<file path="config.mk">
export PLATFORM = sky130hd
export DESIGN_NAME = pmem_arbiter
export DESIGN_NICKNAME = d
export VERILOG_FILES = /design/src/rtl/pmem_arbiter.sv
export SDC_FILE = /design/constraint.sdc
export NUM_CORES = 1
export LEC_CHECK = 0
export BUFFER_PORTS_ARGS = -buffer_cell sky130_fd_sc_hd__buf_4
export CAP_MARGIN = 10
export CORE_AREA = 2 2 396 398
export CTS_BUF_LIST = sky130_fd_sc_hd__clkbuf_4 sky130_fd_sc_hd__clkbuf_8 sky130_fd_sc_hd__clkbuf_16
export CTS_CLUSTER_DIAMETER = 80
export DETAILED_ROUTE_END_ITERATION = 6
export DIE_AREA = 0 0 398 400
export GPL_TIMING_DRIVEN = 0
export PLACE_DENSITY = 0.39
export RECOVER_POWER = 50
export SYNTH_ARGS = -nofsm -noshare
export SYNTH_HDL_FRONTEND = slang
export SYNTH_SLANG_ARGS = --single-unit
</file>
<file path="constraint.sdc">
create_clock -name clk -period 2.4 [get_ports clk]
set_clock_uncertainty 0.15 [all_clocks]
set_input_delay 0.24 -clock clk [delete_from_list [all_inputs] [get_ports clk]]
set_output_delay 0.24 -clock clk [all_outputs]
set_load 0.01 [all_outputs]
</file>
<file path="src/rtl/pmem_arbiter.sv">
// pmem_arbiter: round-robin arbiter and line/burst adaptor between NUM_CH
// cache channels and a single burst-based physical memory port.
//   clk, rst        : rising-edge clock, asynchronous active-low reset
//   ch_read/write   : per-channel line requests, held until ch_resp
//   ch_address      : per-channel byte address (32 bits per channel)
//   ch_wdata        : per-channel write line (LINE_WIDTH bits per channel)
//   ch_rdata        : shared read line buffer
//   ch_resp         : one-hot completion pulse
//   pmem_read/write : burst strobes
//   pmem_address    : line-aligned burst address
//   pmem_wdata      : current write beat
//   pmem_resp       : one pulse per completed beat
//   pmem_rdata      : read beat, valid with pmem_resp
module pmem_arbiter #(
  parameter int unsigned NUM_CH     = 2,
  parameter int unsigned LINE_WIDTH = 256,
  parameter int unsigned BUS_WIDTH  = 64
) (
  input  logic                         clk,
  input  logic                         rst,
  input  logic [NUM_CH-1:0]            ch_read,
  input  logic [NUM_CH-1:0]            ch_write,
  input  logic [NUM_CH*32-1:0]         ch_address,
  input  logic [NUM_CH*LINE_WIDTH-1:0] ch_wdata,
  output logic [LINE_WIDTH-1:0]        ch_rdata,
  output logic [NUM_CH-1:0]            ch_resp,
  output logic                         pmem_read,
  output logic                         pmem_write,
  output logic [31:0]                  pmem_address,
  output logic [BUS_WIDTH-1:0]         pmem_wdata,
  input  logic                         pmem_resp,
  input  logic [BUS_WIDTH-1:0]         pmem_rdata
);

  localparam int unsigned BEATS  = LINE_WIDTH / BUS_WIDTH;
  localparam int unsigned CNT_W  = $clog2(BEATS);
  localparam int unsigned PW     = (NUM_CH > 1) ? $clog2(NUM_CH) : 1;
  localparam int unsigned OFFS   = $clog2(LINE_WIDTH / 8);
  localparam logic [31:0] ALIGN_MASK = ~((32'd1 << OFFS) - 32'd1);
  localparam logic [CNT_W-1:0] LAST_BEAT = CNT_W'(BEATS - 1);
  localparam logic [PW-1:0]    LAST_CH   = PW'(NUM_CH - 1);

  typedef enum logic [1:0] {IDLE, BURST, DONE} state_t;

  state_t                  state;
  logic [PW-1:0]           ptr;
  logic [PW-1:0]           gnt;
  logic [CNT_W-1:0]        beat;
  logic [LINE_WIDTH-1:0]   wline_q;

  logic [NUM_CH-1:0]       req_c;
  logic                    req_any_c;
  logic [PW-1:0]           win_c;
  logic [PW-1:0]           idx_c;
  logic [LINE_WIDTH-1:0]   win_line_c;
  logic [31:0]             win_addr_c;

  assign req_c = ch_read | ch_write;

  // Round-robin scan starting at ptr; first requesting channel wins.
  always_comb begin
    req_any_c = 1'b0;
    win_c     = '0;
    idx_c     = '0;
    for (int unsigned i = 0; i < NUM_CH; i++) begin
      idx_c = PW'((32'(ptr) + i) % NUM_CH);
      if (!req_any_c && req_c[idx_c]) begin
        req_any_c = 1'b1;
        win_c     = idx_c;
      end
    end
  end

  assign win_line_c = ch_wdata[32'(win_c)*LINE_WIDTH +: LINE_WIDTH];
  assign win_addr_c = ch_address[32'(win_c)*32 +: 32] & ALIGN_MASK;

  // Control FSM; every output is a register updated here.
  always_ff @(posedge clk or negedge rst) begin
    if (!rst) begin
      state        <= IDLE;
      ptr          <= '0;
      gnt          <= '0;
      beat         <= '0;
      wline_q      <= '0;
      ch_rdata     <= '0;
      ch_resp      <= '0;
      pmem_read    <= 1'b0;
      pmem_write   <= 1'b0;
      pmem_address <= '0;
      pmem_wdata   <= '0;
    end else begin
      ch_resp <= '0;
      unique case (state)
        IDLE: begin
          if (req_any_c) begin
            gnt          <= win_c;
            beat         <= '0;
            pmem_address <= win_addr_c;
            wline_q      <= win_line_c;
            pmem_wdata   <= win_line_c[BUS_WIDTH-1:0];
            // Write takes priority when both requests are raised.
            pmem_write   <= ch_write[win_c];
            pmem_read    <= ~ch_write[win_c];
            state        <= BURST;
          end
        end
        BURST: begin
          if (pmem_resp) begin
            if (!pmem_write) begin
              ch_rdata[32'(beat)*BUS_WIDTH +: BUS_WIDTH] <= pmem_rdata;
            end
            if (beat == LAST_BEAT) begin
              pmem_read  <= 1'b0;
              pmem_write <= 1'b0;
              ch_resp    <= NUM_CH'(1) << gnt;
              state      <= DONE;
            end else begin
              beat       <= beat + CNT_W'(1);
              pmem_wdata <= wline_q[(32'(beat) + 32'd1)*BUS_WIDTH +: BUS_WIDTH];
            end
          end
        end
        DONE: begin
          ptr   <= (gnt == LAST_CH) ? '0 : gnt + PW'(1);
          state <= IDLE;
        end
        default: state <= IDLE;
      endcase
    end
  end

endmodule

</file>
* Word level (Yosys, flattened, before mapping) *
Cells that the tools add are included.

storage, ports and cells
  register bits = 613
  input bits = 647
  output and inout port bits = 356
  word-level logic and storage cells = 77

cells by class
  $add $sub $neg = 5
  magnitude comparators = 3
  eq/ne operators = 7
  shifts and indexed selects = 6
  mux-type cells = 33
  bitwise gates (word level) = 3
  reductions and logical operators = 9

operators with widths
  operator                     count
  $shiftx A512 B10 Y256        1
  $bwmux W256                  1
  $shift A64 B34 Y256 const A  1
  $shiftx A256 B10 Y64         1
  $shiftx A64 B34 Y256         1
  $mux W64                     3
  $pmux W64 S2                 1
  $shiftx A64 B7 Y32           1
  $neg A8 Y34                  1
  $mux W2                      9
  $mux W1                      15
  $ne A2 B2 Y1 const B         4
  $pmux W2 S2                  2
  $reduce_and A4 Y1            2
  $lt A1 B2 Y1 const B         3
  $reduce_and A3 Y1            2
  $eq A2 B2 Y1 const B         2
  $pmux W1 S2                  2
  $add A2 B1 Y3 const B        1
  $add A1 B1 Y1 const B        2
  $add A2 B1 Y2 const B        1
  $eq A2 B1 Y1 const B         1
  $logic_not A2 Y1             1
  $not A1 Y1                   2
  other kinds (6)              6

* Longest topological paths before layout *
Gate-level depths: netlist of the first run.

  depth in word-level cells = 12
  gate-level depth with buffers = 9
  depth with buffers taken out = 5

* Worst setup path after synthesis of the first run *
Ideal clock, no wire load.

  kind = register -> register
  from = register beat[1]
  to = register ch_rdata[201]
  setup time = 65 ps
  arrival time = 2229 ps
  data required time = 2185 ps
  path slack = -45 ps
  stages on the path, launching flop included = 8
  buffers on the path = 2
  clock period less this slack = 2445 ps
  path through = dfrtp_1 > inv_1 > clkbuf_1 > ha_1 > nor3_4 > nor3b_4 > buf_6 > a22o_1

between the ends
  word-level cells in the longest chain between the ends = 3
  elaborated cells between the ends (all ways) = 4
  classes of those cells = 1 x add/sub; 2 x shift; 1 x mux

ends and longest elaborated chain
  item                                                                RTL line  source
  start, declared                                                     48        logic [CNT_W-1:0] beat;
  start signal, assigned                                              118       beat <= beat + CNT_W'(1);
  $neg A8 Y34 *                                                       110       ch_rdata[32'(beat)*BUS_WIDTH +: BUS_WIDTH] <= pmem_rdata;
  $shiftx A64 B34 Y256 / $shift A64 B34 Y256 (equally long branches)  110
  $bwmux W256 *                                                       110
  end signal, assigned by index                                       110
  end, declared                                                       25        output logic [LINE_WIDTH-1:0] ch_rdata,

Every way passes the cells marked *; elsewhere a longest branch is shown, timed or not.
A chain may end at the register's enable or synchronous reset.

* Final worst setup path of the first run *
  from = input ch_read[1]
  to = register pmem_read

between the ends
  word-level cells in the longest chain between the ends = 12
  elaborated cells between the ends (all ways) = 18
  classes of those cells = 1 x eq/ne; 12 x mux; 2 x bitwise; 3 x reduce/logical

ends and longest elaborated chain
  item                                        RTL line  source
  start, declared                             21        input logic [NUM_CH-1:0] ch_read,
  $or A2 B2 Y2 *                              58        assign req_c = ch_read | ch_write;
  $mux W1 (not written as such) (2 in a row)  67        if (!req_any_c && req_c[idx_c]) begin
  $mux W1                                     67
  $logic_not A1 Y1                            67
  $logic_and A1 B1 Y1                         67
  $mux W1                                     67
  $mux W1 (not written as such) (2 in a row)  103       pmem_read <= ~ch_write[win_c];
  $not A1 Y1                                  103
  $mux W1                                     95        if (req_any_c) begin
  $pmux W1 S2                                 93        unique case (state)
  end signal, assigned                        103
  end, declared                               27        output logic pmem_read,

Every way passes the cells marked *; elsewhere a longest branch is shown, timed or not. The select of a mux whose other input is x is not followed.

==> impl_metrics.csv, run 1 <==
group,metric,value,unit
status,status,"complete, no violations",
timing,finalMaxSlewViolations,0,
final_layout,layout-drive-gt1-share,29.3,%
yosys,synth_edf_count,0,
global_routing,grt_pass1_wl,224,mm
global_routing,grt-ovfl-total,0,
global_routing,antenna_found_initial,46,
yosys,ys_seq_area_share,55.5,%
route,ant_nets,0,
setup_path,cp_max_fo,4,
yosys,synth_cells,2594,
final_layout,final_area,44000,sq um
timing,layout_worst_path_cycle_share,98.9,%
yosys,synthMuxAreaShare,2.91,%
timing,relSlewSlack,34.3,%
floorplanning,dieArea,159000,sq um
floorplanning,pin_count,1003,
final_layout,fillers,16784,
floorplanning,placementRows,145,
global_routing,grt.total_usage,19.8,%
global_routing,grt_pass1_vias,28695,
final_layout,utilization,28.4,%
timing,report.final.hold_viol_count,0,
clock_network,clk_path_buf_depth,3,
clock_network,htreeDepth,3,
global_routing,grt_max_degree,105,
floorplanning,initial_core_util,16.0,%
setup_path,cp.required,2.79,ns
timing,worst_pin_slew,0.986,ns
timing,rsz0062_at_grt,"true",
yosys,synthXorXnorAreaFrac,0,%
clock_network,clock_latency,0.67,ns
yosys,synth.distinct_cells,37,
floorplanning,dieWidth,398,um
timing,fmax,0.421,GHz
clock_network,clock_sinks,549,
route,dr_total_vias,27598,
pwr,p_leak,19.5,nW
pwr,ir_drop,0.563,mV
yosys,synth_top_family_by_area,"compound AO/OA/AOI/OAI gates",
clock_network,cts_buffers,77,
floorplanning,die_y,400,um
yosys,synthAdderAreaFrac,0.303,%
yosys,ys_ff_latch,549,
final_layout,layout-area-overhead-vs-synth,77.6,%
setup_path,start_kind,"input port",
final_layout,mostFrequentLayoutCells,"buf_4, nand2_1, dlygate4sd3_1",
yosys,synthArstFlopShare,100,%
clock_network,cts_tree,"yes",
final_layout,num-nets-final,4996,
timing,tns,0,ns
timing,finalCriticalPeriod,2.37,ns
pwr,p_per_area,1190,nW/um^2
route,viasPerCell,4.26,
yosys,yosys_warnings,0,
clock_network,clkTransAtPathRegs,0.06,ns
route,wl_per_cell,25.3,um
yosys,syn_avg_cell_area,9.55,sq um
final_layout,layout_commonest_cell,"buf_4",
floorplanning,core_area,155000,sq um
route,first_pass_iters,5,
timing,setup-violations-final,0,
yosys,yosys.area_share.simple,15.5,%
setup_path,cp_data_arrival_time,2.76,ns
setup_path,endpoint_kind,"flip-flop",
placement,dp.final_hpwl,127,mm
yosys,syn_area,24800,sq um
yosys,synth_compound_area_share,20.9,%
placement,place_area,34900,sq um
route,wl,164,mm
min_path,holdCritPathClass,"input port to flip-flop",
placement,finalWeightedCongestion,0.914,
placement,port_buffers,987,
route,drc,0,
yosys,synthFlopType,"dfrtp_1",
setup_path,crit_type,"input port to flip-flop",
clock_network,cts_root_buffer,"clkbuf_16",
route,drt_iter0_drc,1723,
run,maxCapViolations,0,
flip-flops by register name, summed over array words and instances (netlist names):
signal        count
ch_rdata        256
wline_q         192
pmem_wdata       64
pmem_address     27
beat              2
ch_resp           2
state             2
gnt               1
pmem_read         1
pmem_write        1
ptr               1
routing by layer:
layer | up-vias | track usage, % | wire length, um
met2 | 1074 | 34.8 | 81700
met4 | 20 | 6.25 | 4880
met3 | 226 | 3.92 | 9700
met1 | 13593 | 24.3 | 67600
li1 | 12685 | - | -
met5 | - | 0 | 125
cells in the mapped netlist (2+ instances only):
cell	number	share of area (%)
buf_4	5	0.15
nand2_1	751	11
clkbuf_1	133	2.0
a31o_2	64	2.3
nor3b_4	3	0.23
o21ai_0	120	2.4
nor4b_1	2	0.071
buf_6	31	1.4
and2_1	2	0.050
dfrtp_1	549	55
nor2_1	222	3.4
buf_1	8	0.12
inv_1	2	0.030
a31oi_1	220	5.6
ha_1	6	0.30
buf_2	60	1.2
a221oi_1	64	2.3
nand2b_1	3	0.076
mux2_2	64	2.9
a21oi_1	66	1.3
a22o_1	139	4.9
o31ai_1	65	2.0
cell families (layout without fill, tap and decap cells):
group           Yosys count  after routing
other cells               1             28
mux                      64             64
simple gates            992            992
buf+inv                 240           2042
fa+ha+maj                 6              6
flops                   549            549
compound gates          742            742
power breakdown:
group / internal, W / switching [W] / leakage [nW]
Sequential: 0.0135 / 0.00266 / 6.87
Clock: 0.00723 / 0.00468 / 1.30
Combinational: 0.00971 / 0.0147 / 11.4
Total: 0.0304 / 0.0221 / 19.5
area by class of cell:
| type | count | area (sq um) | area share [%] |
|---|---|---|---|
| sequential | 549 | 13700 | 31.2 |
| tap | 2058 | 2570 | 5.85 |
| buffer | 230 | 1510 | 3.44 |
| clock buffer | 116 | 2360 | 5.36 |
| timing repair buffer | 1673 | 13500 | 30.7 |
| clock inverter | 20 | 245 | 0.557 |
| inverter | 3 | 20.0 | 0.0455 |
| antenna | 23 | 57.6 | 0.131 |
| multi-input combinational | 1809 | 9970 | 22.7 |
worst max-delay path: stages:
cell and delay (ns):
buf_4 0.12, dlygate4sd3_1 0.58, or4_4 0.51, dlygate4sd3_1 0.58, nand2_1 0.10, o2bb2ai_1 0.08, dlygate4sd3_1 0.55
path summary, 6_finish.rpt:
| check | cells after the start | slack (ns) | from | endpoint |
|---|---|---|---|---|
| hold / removal | 4 | 0.15 | ch_wdata[261] | pmem_wdata[5] |
| setup reg to reg | 6 | 0.04 | ptr | wline_q[135] |
| setup / recovery | 7 | 0.03 | ch_read[1] | pmem_read |
| hold reg to reg | 2 | 0.32 | ch_rdata[194] | ch_rdata[194] |
| min in group asynchronous | 3 | 0.39 | rst | ch_rdata[108] |
| max in group asynchronous | 4 | 0.24 | rst | ch_rdata[118] |
through the flow:
stage	std cells	setup slack [ns]	hold slack, ns	total power [W]
final	6481	0.0262	0.152	0.0525
after detailed placement	5649	-2.04	0.119	0.0402
after global placement	5643	-6.15	0.311	0.0400
after floorplan	2598	0.0989	-0.206	0.0273
after global routing	6472	-0.0337	0.0791	0.0557
after CTS	6454	-0.0370	0.0355	0.0543
timing repair:
action / CTS / global route
endpoints found under the setup margin: 541 / 362
hold endpoints to repair: 765 / 0
gates cloned: 0 / 2
setup buffers: 32 / 5
pin swaps: 3 / 2
resized for setup: 152 / 85
hold buffers: 641 / 0
Note: power is estimated with default switching activity, not from simulation.
==> run 2: changes to the inputs <==
--- a/constraint.sdc
+++ b/constraint.sdc
@@ -4,2 +4,2 @@
 set_output_delay 0.24 -clock clk [all_outputs]
-set_load 0.01 [all_outputs]
+set_load 0.1 [all_outputs]
==> run 2 against run 1 <==
Compared with the run above: utilization up 0.19 points; non-clock buffer count unchanged; sequential power about the same; design area up 0.67%; critical path type unchanged; global-route usage unchanged; via count about the same; die area unchanged; maximum frequency about the same; critical endpoint unchanged; critical path depth unchanged; routed wire length about the same.
==> impl_metrics.csv, run 2 (synthesis results as in run 1) <==
group,metric,value,unit
status,status,"complete, no violations",
global_routing,antenna_found_initial,46,
timing,finalCriticalPeriod,2.38,ns
setup_path,r2r_setup_slack,0.05,ns
pwr,internal-power,0.0308,W
setup_path,reg2reg_depth,6,
route,ant_nets,0,
final_layout,regMostFlops,"ch_rdata",
setup_path,endpoint_kind,"flip-flop",
timing,worst_pin_slew,0.990,ns
route,wl,164,mm
final_layout,num-nets-final,4996,
timing,setup-violations-final,0,
setup_path,crit_slowest_cell,"dlygate4sd3_1",
floorplanning,pin_count,1003,
min_path,hold_start,"ch_wdata[261]",
clock_network,cts_buffers,77,
global_routing,grt_pass1_wl,224,mm
pwr,switching_share,56.0,%
final_layout,final_area,44300,sq um
clock_network,cts_tree,"yes",
setup_path,cp_cell_sequence,"buf_4 -> dlygate4sd3_1 -> or4_4 -> dlygate4sd3_1 -> nand2_1 -> o2bb2ai_1 -> dlygate4sd3_1",
setup_path,r2r-start,"ptr",
floorplanning,die_y,400,um
pwr,p_per_area,1580,nW/um^2
placement,port_buffers,987,
timing,finalMaxSlewViolations,0,
clock_network,cts_root_buffer,"clkbuf_16",
final_layout,largest_reg_flops,256,
timing,relSlewSlack,34.0,%
floorplanning,core_area,155000,sq um
setup_path,cp_top_family,"buffers and inverters",
setup_path,crit_type,"input port to flip-flop",
floorplanning,initial_core_util,16.0,%
floorplanning,dieArea,159000,sq um
placement,place_area,34900,sq um
setup_path,start_kind,"input port",
clock_network,clock_sinks,549,
pwr,p_leak,20.3,nW
route,drc,0,
clock_network,clk_path_buf_depth,3,
clock_network,clock_latency,0.67,ns
floorplanning,dieWidth,398,um
pwr,seq_power_share,23.1,%
global_routing,grt.total_usage,19.8,%
floorplanning,placementRows,145,
min_path,holdCritPathClass,"input port to flip-flop",
route,first_pass_iters,5,
setup_path,cp_common_cell,"dlygate4sd3_1",
setup_path,crit_buf_inv,4,
timing,rsz0062_at_grt,"true",
timing,report.final.hold_viol_count,0,
setup_path,cp.required,2.79,ns
setup_path,cp_data_arrival_time,2.76,ns
timing,finalHoldWorstSlack,0.143,ns
pwr,comb_power_share,59.9,%
placement,finalWeightedCongestion,0.914,
global_routing,grt_pass1_vias,28695,
final_layout,layout-area-overhead-vs-synth,78.8,%
global_routing,grt-ovfl-total,0,
pwr,ir_drop,0.727,mV
final_layout,layout-drive-gt1-share,34.7,%
run,maxCapViolations,0,
final_layout,mostFrequentLayoutCells,"buf_4, nand2_1, dlygate4sd3_1",
clock_network,clkTransAtPathRegs,0.06,ns
route,viasPerCell,4.26,
pwr,clkPwrFrac,17.0,%
timing,layout_worst_path_cycle_share,99.0,%
route,dr_total_vias,27577,
global_routing,grt_max_degree,105,
min_path,hold_path_depth,4,
timing,fmax,0.421,GHz
clock_network,htreeDepth,3,
final_layout,layout_commonest_cell,"buf_4",
route,wl_per_cell,25.3,um
setup_path,timing.critical_path.slowest_cell_delay,0.58,ns
min_path,min_to,"pmem_wdata[5]",
setup_path,r2r_end,"pmem_wdata[5]",
pwr,switchingPower,0.0392,W
setup_path,cp_max_fo,4,
placement,dp.final_hpwl,127,mm
final_layout,largestRegisters,"ch_rdata x256, wline_q x192, pmem_wdata x64",
route,drt_iter0_drc,1646,
run 2: cell types whose count changed in the layout (fill, tap and decap cells not counted), sizes merged:
cell	change
diode	-1
buf	+1
clkbuf	-1
run 2: metal layers:
| layer | vias up | routed length, um | share of wire [%] | GRT usage (%) |
|---|---|---|---|---|
| li1 | 12686 | - | - | - |
| met1 | 13566 | 67300 | 41 | 24.3 |
| met2 | 1088 | 81900 | 50 | 34.8 |
| met3 | 217 | 9890 | 6.0 | 3.92 |
| met4 | 20 | 4690 | 2.9 | 6.25 |
| met5 | - | 125 | 0.076 | 0 |
run 2: worst max-delay path by stage:
stage               startpoint       endpoint  cells after the start
global route           beat[1]  ch_rdata[103]                      8
finish              ch_read[1]      pmem_read                      7
global placement           rst   wline_q[169]                      1
detailed placement     beat[1]   ch_rdata[74]                      7
CTS                    beat[1]   ch_rdata[97]                      9
floorplan              beat[1]  ch_rdata[100]                      7
run 2: through the flow:
stage	setup TNS [ns]	setup WS, ns	util, %	std cells	power [W]
after detailed placement	-481.29	-2.04	22.5	5649	0.0574
after CTS	-0.301	-0.0370	28.8	6454	0.0715
after floorplan	0	0.0954	-	2598	0.0441
final	0	0.0241	28.6	6480	0.0700
after global placement	-3860.42	-6.15	22.4	5643	0.0572
after global routing	-0.311	-0.0337	28.5	6472	0.0732
run 2: final cells by class:
cell class / count / area (sq um)
sequential: 549 / 13700
antenna: 22 / 55.1
buffer: 230 / 1510
timing repair buffer: 1673 / 13800
fill: 16692 / 111000
clock buffer: 116 / 2360
clock inverter: 20 / 245
tap: 2058 / 2570
inverter: 3 / 20.0
multi-input combinational: 1809 / 9970
run 2: worst min-delay path, delay by kind of cell:
kind / cells / cell delay [ns]
buf+inv: 1 / 0.08
compound gates: 3 / 0.59
run 2: power groups by stage:
stage	Sequential, W	Combinational, W	Clock, W
5_1_grt	0.0166	0.0440	0.0126
6_report	0.0161	0.0419	0.0119
2_1_floorplan	0.0333	0.0108	0
4_1_cts	0.0162	0.0431	0.0123
3_3_place_gp	0.0162	0.0410	0
3_5_place_dp	0.0163	0.0411	0
run 2: timing repair:
| item | in CTS | in global routing |
|---|---|---|
| gates resized for setup | 152 | 85 |
| pin swaps | 3 | 2 |
| cloned | 0 | 2 |
| hold endpoints to repair | 765 | 0 |
| hold buffers | 641 | 0 |
| buffers inserted | 32 | 5 |
| setup endpoints to repair | 541 | 362 |
